## src/rtl/pc_control_unit.sv

```systemverilog
// Program-counter stage feeding instruction fetch: next-PC selection, stall/halt handling, call link and flush pulse.
// Optional build macro PC_BRANCH_STATS_EN adds saturating taken/flush counters.
module pc_control_unit #(
    parameter logic [31:0] RESET_PC  = 32'd0,
    parameter int unsigned ADDR_BITS = 10
) (
    input  logic        clk,
    input  logic        reset,
    input  logic        stall,
    input  logic        branch_take,
    input  logic [31:0] branch_offset,
    input  logic        jump_en,
    input  logic        call_en,
    input  logic [31:0] jump_target,
    input  logic        halt_req,
    input  logic        resume,
    output logic [31:0] PC,
    output logic [31:0] next_pc,
    output logic [31:0] link_addr,
    output logic        link_we,
    output logic        flush,
    output logic        halted
`ifdef PC_BRANCH_STATS_EN
    ,
    output logic [15:0] taken_count,
    output logic [15:0] flush_count
`endif
);

    localparam logic [31:0] ADDR_MASK =
        (ADDR_BITS >= 32) ? 32'hFFFF_FFFF : ((32'd1 << ADDR_BITS) - 32'd1);

    typedef enum logic [1:0] {
        S_BOOT,
        S_RUN,
        S_HALT
    } state_t;

    state_t      state;
    state_t      next_state;
    logic [31:0] seq_pc;
    logic        redirect;
    logic        do_call;

    assign seq_pc = (PC + 32'd1) & ADDR_MASK;
    assign halted = (state == S_HALT);

    always_comb begin
        next_state = state;
        next_pc    = PC;
        redirect   = 1'b0;
        do_call    = 1'b0;
        case (state)
            S_BOOT: begin
                // PC stays on RESET_PC so the ROM's first read completes.
                next_state = S_RUN;
            end
            S_RUN: begin
                if (stall) begin
                    next_pc = PC;
                end else if (halt_req) begin
                    next_state = S_HALT;
                end else if (jump_en) begin
                    next_pc  = jump_target & ADDR_MASK;
                    redirect = 1'b1;
                    do_call  = call_en;
                end else if (branch_take) begin
                    next_pc  = (PC + branch_offset) & ADDR_MASK;
                    redirect = 1'b1;
                end else begin
                    next_pc = seq_pc;
                end
            end
            S_HALT: begin
                if (resume) begin
                    next_state = S_RUN;
                    next_pc    = seq_pc;
                end
            end
            default: begin
                next_state = S_BOOT;
            end
        endcase
    end

    always_ff @(posedge clk or posedge reset) begin
        if (reset) begin
            state     <= S_BOOT;
            PC        <= RESET_PC & ADDR_MASK;
            link_addr <= '0;
            link_we   <= 1'b0;
            flush     <= 1'b0;
        end else begin
            state   <= next_state;
            PC      <= next_pc;
            flush   <= redirect;
            link_we <= do_call;
            if (do_call) begin
                link_addr <= seq_pc;
            end
        end
    end

`ifdef PC_BRANCH_STATS_EN
    always_ff @(posedge clk or posedge reset) begin
        if (reset) begin
            taken_count <= '0;
            flush_count <= '0;
        end else begin
            if (redirect && (taken_count != '1)) begin
                taken_count <= taken_count + 16'd1;
            end
            if (flush && (flush_count != '1)) begin
                flush_count <= flush_count + 16'd1;
            end
        end
    end
`endif

endmodule

```

## config.mk

```make
export PLATFORM = sky130hd
export DESIGN_NAME = pc_control_unit
export DESIGN_NICKNAME = d
export VERILOG_FILES = /design/src/rtl/pc_control_unit.sv
export SDC_FILE = /design/constraint.sdc
export NUM_CORES = 1
export LEC_CHECK = 0
export ABC_AREA = 1
export CAP_MARGIN = 30
export CORE_MARGIN = 2
export CORE_UTILIZATION = 35
export CTS_CLUSTER_SIZE = 12
export DETAILED_ROUTE_END_ITERATION = 10
export GPL_ROUTABILITY_DRIVEN = 0
export PLACE_DENSITY = 0.8
export REMOVE_ABC_BUFFERS = 1
export SYNTH_ARGS = -nofsm -noshare
export SYNTH_HDL_FRONTEND = slang
export SYNTH_SLANG_ARGS = --single-unit
```

## constraint.sdc

```tcl
create_clock -name clk -period 3 [get_ports clk]
set_input_delay 0.6 -clock clk [delete_from_list [all_inputs] [get_ports clk]]
set_output_delay 0.6 -clock clk [all_outputs]
set_load 0.02 [all_outputs]
```

==> flow_metrics.env, run 1 <==
export IMPL_status="finished clean"
export IMPL_ir_drop_mv=0.6032
export IMPL_grt_pass1_vias=2933
export IMPL_path_buf_inv=3
export IMPL_cts_tree="yes"
export IMPL_worstSetupPathDepth=14
export IMPL_synthTopCellsByArea="dfrtp_1 40%, nand2_1 15%, inv_1 9.5%"
export IMPL_synthAdderAreaFrac_pct=6.707
export IMPL_rsz0062_at_grt="false"
export IMPL_dieArea_um2=9060
export IMPL_period_needed_ps=2918
export IMPL_tns_ps=0
export IMPL_synthCells=400
export IMPL_fmax_mhz=342.7
export IMPL_wl_mm=8.796
export IMPL_wl_per_cell_um=13.15
export IMPL_synthToLayoutAreaGrowth_pct=59.37
export IMPL_ys_flop_type="dfrtp_1"
export IMPL_worstPathArrival_ps=2320
export IMPL_synthTopCellsByCount="113 x nand2_1, 74 x inv_1, 46 x dfrtp_1"
export IMPL_dp_hpwl_mm=6.844
export IMPL_startpoint="branch_offset[1]"
export IMPL_cts_max_level=2
export IMPL_dieHeight_um=95.19
export IMPL_slowest_stage="ha_1"
export IMPL_synth_top_family_by_area="simple AND/OR/NAND/NOR gates"
export IMPL_hold_slack_ps=490.0
export IMPL_crit_required_ps=2400
export IMPL_r2r_setup_slack_ps=1030
export IMPL_hold_viol_final=0
export IMPL_diodes=0
export IMPL_placed_cell_area_um2=4337
export IMPL_fin_skew_ps=5.622
export IMPL_register_area_um2=1151
export IMPL_slew_viol_final=0
export IMPL_clockPowerShare_pct=11.5
export IMPL_power_total_uw=4048
export IMPL_synthArstFlopShare_pct=100.0
export IMPL_r2r_end="PC[7]"
export IMPL_cp_end_kind="output port"
export IMPL_track_usage_pct=19.34
export IMPL_syn_area_um2=2910
export IMPL_synthSimpleGateAreaFrac_pct=24.81
export IMPL_power_switching_uw=1838
export IMPL_path_delay_family="simple AND/OR/NAND/NOR gates"
export IMPL_power_frac_comb_pct=66.8
export IMPL_synth_top_area_cell="dfrtp_1"
export IMPL_max_stage_delay_ps=300
export IMPL_place_ws_ps=-749.4
export IMPL_synth_edf_count=0
export IMPL_worstPathMaxFanout=4
export IMPL_cts_buffer_depth=2
export IMPL_hp_class="reg2reg"
export IMPL_io_pins=171
export IMPL_cts_made_buffers=5
export IMPL_criticalPathCategory="in2out"
export IMPL_grt_first_pass_wirelength_mm=13.76
export IMPL_cp_start_kind="input pin"
export IMPL_worstPathCellList="dlygate4sd2_1, buf_4, ha_1, nand3_1, nand3_2, nand2_1, nand2_1, nand2_1, nand2_1, o21ai_1, nand2_1, nand2_1, nand2_2, buf_4"
export IMPL_clk_pin_slew_worst_paths_ps=90
export IMPL_synth_area_mux_share_pct=0
export IMPL_ys_warn_count=0
export IMPL_antenna_left=0
export IMPL_root_buffer="clkbuf_8"
export IMPL_multiInputGateArea_um2=1506
export IMPL_cts_sinks=46
export IMPL_power_density_nw_per_um2=872.8
export IMPL_grt_overflow_total=0
export IMPL_setup_violations=0
export IMPL_drtIter0Drc=212
export IMPL_firstDrtPassIters=4
export IMPL_synth_top_area_share_pct=39.55
export IMPL_fp_coreArea_um2=8134
export IMPL_worstSkewPairLatency_ps=290
export IMPL_num_nets_final=650
export IMPL_final_cell_area_um2=4638
export IMPL_yosysUniqueCellTypes=30
export IMPL_power_share_switching_pct=45.41
export IMPL_synth_xor_area_share_pct=1.806
export IMPL_setup_slack_ps=81.77
export IMPL_fillCellCount=748
export IMPL_ys_ff_latch=46
export IMPL_drv_cap=0
export IMPL_critPathCapture="next_pc[7]"
export IMPL_reg2regPathDepth=14
export IMPL_internal_power_uw=2210
export IMPL_regToRegStartpoint="state[1]"
export IMPL_fin_crit_sh_pct=97.27
export IMPL_synth_compound_area_share_pct=10.32
export IMPL_seq_area_frac_synth_pct=39.55
export IMPL_drc=0
export IMPL_start_util_pct=35.78
export IMPL_layout_drive_gt1_share_pct=21.10
export IMPL_rows=33
export IMPL_p_leak_uw=0.002578
export IMPL_yosysMostFrequentCell="nand2_1"
export IMPL_vias_per_cell=4.587
export IMPL_numPortBuffers=104
export IMPL_antenna_found_initial=0
export IMPL_vias=3069
export IMPL_postSynthAreaPerCell_um2=7.276
export IMPL_seqPwrFrac_pct=21.7
export IMPL_crit_top_cell="nand2_1"
export IMPL_grt_start_max_net_pins=21
export IMPL_fp_dieW_um=95.19
==> area by class of cell <==
cell class,count,area share [%]
clock inverters,3,0.9442
repair buffers,164,31.45
inverters,74,5.989
flip-flops and latches,46,24.82
clock buffers,5,1.484
multi-input cells,272,32.48
well taps,105,2.832
==> cell usage in the layout (no fill, tap or decap), types with 5 or more instances in the layout <==
master	synthesis	final
nand2_1	113	106
inv_1	74	69
clkdlybuf4s50_1	0	63
buf_4	25	61
dfrtp_1	46	46
nor2_1	29	28
o21ai_0	27	24
conb_1	1	22
dlygate4sd2_1	0	20
nand3_1	20	19
nand2_2	2	9
a21oi_2	1	7
a21oi_1	13	7
ha_4	0	7
dlymetal6s2s_1	0	6
inv_2	0	5
ha_1	14	5
clkbuf_8	0	5
clkdlybuf4s15_1	0	5
==> per-stage QoR <==
| stage | util [%] | instances |
|---|---|---|
| after floorplan | - | 392 |
| after CTS | 55.67 | 664 |
| after global routing | 57.02 | 669 |
| after detailed placement | 53.31 | 652 |
| final | 57.02 | 669 |
| after global placement | 53.31 | 652 |
==> tightest hold or removal path, stage by stage, from the launching register on <==
cell and delay, ps:
dfrtp_1 350, nand2_1 50, inv_1 60
==> power by group through the flow <==
| stage | Sequential (uW) | Clock, uW | Combinational, uW |
|---|---|---|---|
| floorplan | 1050 | 0 | 1080 |
| global placement | 861 | 0 | 2400 |
| detailed placement | 869 | 0 | 2450 |
| CTS | 868 | 482 | 2610 |
| global route | 894 | 513 | 2950 |
| finish | 879 | 466 | 2700 |
==> per-layer routing <==
layer / vias to the layer above / GRT usage (%) / routed length [um]
li1: 1517 / - / -
met1: 1421 / 25.14 / 3717
met2: 113 / 33.04 / 4300
met3: 18 / 3.162 / 582
met4: 0 / 5.676 / 195
met5: - / 0 / 0
==> state kept, by name, indices dropped and copies added (netlist names) <==
register and flops:
link_we 1, PC 32, state 2, flush 1
link_addr 10
==> cell families after synthesis <==
logic type      Yosys count
other cells               1
compound gates           54
fa+ha+maj                15
flops                    46
xor+xnor                  6
buf+inv                 103
simple gates            175
==> timing repair <==
item,CTS,global route
buffers inserted,4,5
gates resized for setup,92,30
setup endpoints to repair,32,30
pin swaps,10,10
hold buffers,0,0
==> worst min-delay path by stage <==
stage,slack [ps],end,depth (start not counted),from
floorplan,510,state[0],2,state[0]
global placement,470,link_addr[0],2,link_addr[0]
detailed placement,470,PC[29],2,PC[29]
CTS,490,PC[29],2,PC[29]
global route,520,link_addr[3],2,link_addr[3]
finish,490,PC[22],2,PC[22]
Power figures use the tool's default switching activity.
==> run 2, diff against run 1 <==
--- a/config.mk
+++ b/config.mk
@@ -12,8 +12,9 @@
 export CTS_CLUSTER_SIZE = 12
 export DETAILED_ROUTE_END_ITERATION = 10
 export GPL_ROUTABILITY_DRIVEN = 0
-export PLACE_DENSITY = 0.8
+export PLACE_DENSITY = 0.71
 export REMOVE_ABC_BUFFERS = 1
+export SLEW_MARGIN = 5
 export SYNTH_ARGS = -nofsm -noshare
 export SYNTH_HDL_FRONTEND = slang
 export SYNTH_SLANG_ARGS = --single-unit
==> flow_metrics.env, run 2 (synthesis results as in run 1) <==
export IMPL_status="finished clean"
export IMPL_worstPathArrival_ps=2290
export IMPL_hold_viol_final=0
export IMPL_antenna_found_initial=0
export IMPL_fp_dieW_um=95.19
export IMPL_layoutNonFillerInstCount=672
export IMPL_drtIter0Drc=220
export IMPL_dieArea_um2=9060
export IMPL_crit_required_ps=2400
export IMPL_slew_headroom_pct=55.16
export IMPL_register_area_um2=1151
export IMPL_fp_coreArea_um2=8134
export IMPL_hold_buffers=0
export IMPL_dp_hpwl_mm=6.951
export IMPL_grt_first_pass_wirelength_mm=13.74
export IMPL_cts_max_level=2
export IMPL_cts_buffer_depth=2
export IMPL_fin_crit_sh_pct=96.36
export IMPL_worstPathMaxFanout=2
export IMPL_period_needed_ps=2891
export IMPL_grt_pass1_vias=2802
export IMPL_root_buffer="clkbuf_8"
export IMPL_antenna_left=0
export IMPL_vias_per_cell=4.488
export IMPL_criticalPathCategory="in2out"
export IMPL_place_inst=657
export IMPL_fmax_mhz=345.9
export IMPL_ir_drop_mv=0.5409
export IMPL_wl_mm=8.969
export IMPL_grt_overflow_total=0
export IMPL_cts_tree="yes"
export IMPL_tightest_slew_ps=668.5
export IMPL_num_nets_final=653
export IMPL_drv_cap=0
export IMPL_largest_register_ffs=32
export IMPL_placed_cell_area_um2=4374
export IMPL_hold_slack_ps=491.2
export IMPL_reg_top3="PC: 32 flops, link_addr: 10 flops, state: 2 flops"
export IMPL_fin_skew_ps=7.387
export IMPL_power_density_nw_per_um2=876.8
export IMPL_final_common_cell="nand2_1"
export IMPL_hp_class="reg2reg"
export IMPL_worstSkewPairLatency_ps=300
export IMPL_cts_made_buffers=5
export IMPL_drc=0
export IMPL_p_leak_uw=0.002609
export IMPL_synthToLayoutAreaGrowth_pct=61.01
export IMPL_cp_end_kind="output port"
export IMPL_multiInputGateArea_um2=1529
export IMPL_io_pins=171
export IMPL_firstDrtPassIters=5
export IMPL_dieHeight_um=95.19
export IMPL_slew_viol_final=0
export IMPL_track_usage_pct=19.20
export IMPL_vias=3016
export IMPL_cts_sinks=46
export IMPL_regMostFlops="PC"
export IMPL_diodes=0
export IMPL_numPortBuffers=104
export IMPL_rows=33
export IMPL_mostFrequentLayoutCells="107 x nand2_1, 71 x inv_1, 67 x buf_4"
export IMPL_grt_start_max_net_pins=23
export IMPL_fillCellCount=763
export IMPL_layout_drive_gt1_share_pct=21.34
export IMPL_wl_per_cell_um=13.35
export IMPL_setup_violations=0
export IMPL_final_cell_area_um2=4686
export IMPL_cp_start_kind="input pin"
export IMPL_clk_pin_slew_worst_paths_ps=90
export IMPL_start_util_pct=35.78
==> run 2: cell types whose count changed in the layout (fill, tap and decap cells not counted), sizes merged <==
| cell | before | now |
|---|---|---|
| buf | 68 | 72 |
| clkdlybuf4s15 | 5 | 0 |
| clkinvlp | 0 | 1 |
| dlygate4sd2 | 20 | 25 |
| inv | 75 | 73 |
==> run 2: per-stage QoR <==
stage	worst slack, ps	utilization (%)	setup TNS, ps	total power, uW
final	109.3	57.61	0	4109
after global routing	-6.906	57.61	-6.906	4411
after CTS	2.105	56.11	0	3945
after detailed placement	-708.8	53.78	-10870	3341
after global placement	-721.9	53.78	-10340	3301
after floorplan	187.8	-	0	2130
==> run 2: metal layers <==
| layer | routed length [um] | track usage, % | vias to the layer above |
|---|---|---|---|
| li1 | - | - | 1523 |
| met1 | 3779 | 26.02 | 1380 |
| met2 | 4567 | 32.98 | 105 |
| met3 | 537 | 2.451 | 8 |
| met4 | 85 | 3.744 | 0 |
| met5 | 0 | 0 | - |
==> run 2: layout make-up <==
type	count	share of cell area, %
Clock buffer	6	1.549
Clock inverter	2	0.8011
Inverter	74	5.928
Multi-Input combinational cell	272	32.63
Sequential cell	46	24.57
Tap cell	105	2.804
Timing Repair Buffer	167	31.72
==> run 2: path summary, 6_finish.rpt <==
path                                   from           end  slack (ps)  depth (start not counted)
min reg2reg                          PC[11]        PC[11]         490                          2
min in group asynchronous             reset        PC[26]         620                          2
max                        branch_offset[0]    next_pc[1]         110                         10
min                                  PC[11]        PC[11]         490                          2
max reg2reg                        state[1]         PC[3]         910                         13
max in group asynchronous             reset  link_addr[5]        1740                          3
==> run 2: what timing repair did <==
action | in CTS | in global routing
pin swaps | 11 | 11
setup endpoints to repair | 32 | 10
cloned | 0 | 0
resized for setup | 92 | 32
buffers inserted | 2 | 5
==> run 2: worst max-delay path, stage by stage <==
cell and delay, ps:
dlygate4sd2_1 210, ha_2 180, inv_1 50, fa_2 510, nor2_1 60, a221oi_1 200
o22ai_1 110, nand2_1 70, o21ai_0 110, buf_2 180
==> run 2: power by group <==
part	switching [uW]	total, uW	internal, uW
sequential	119	877	757
combinational	1510	2760	1250
clock	223	472	249
total	1850	4110	2260
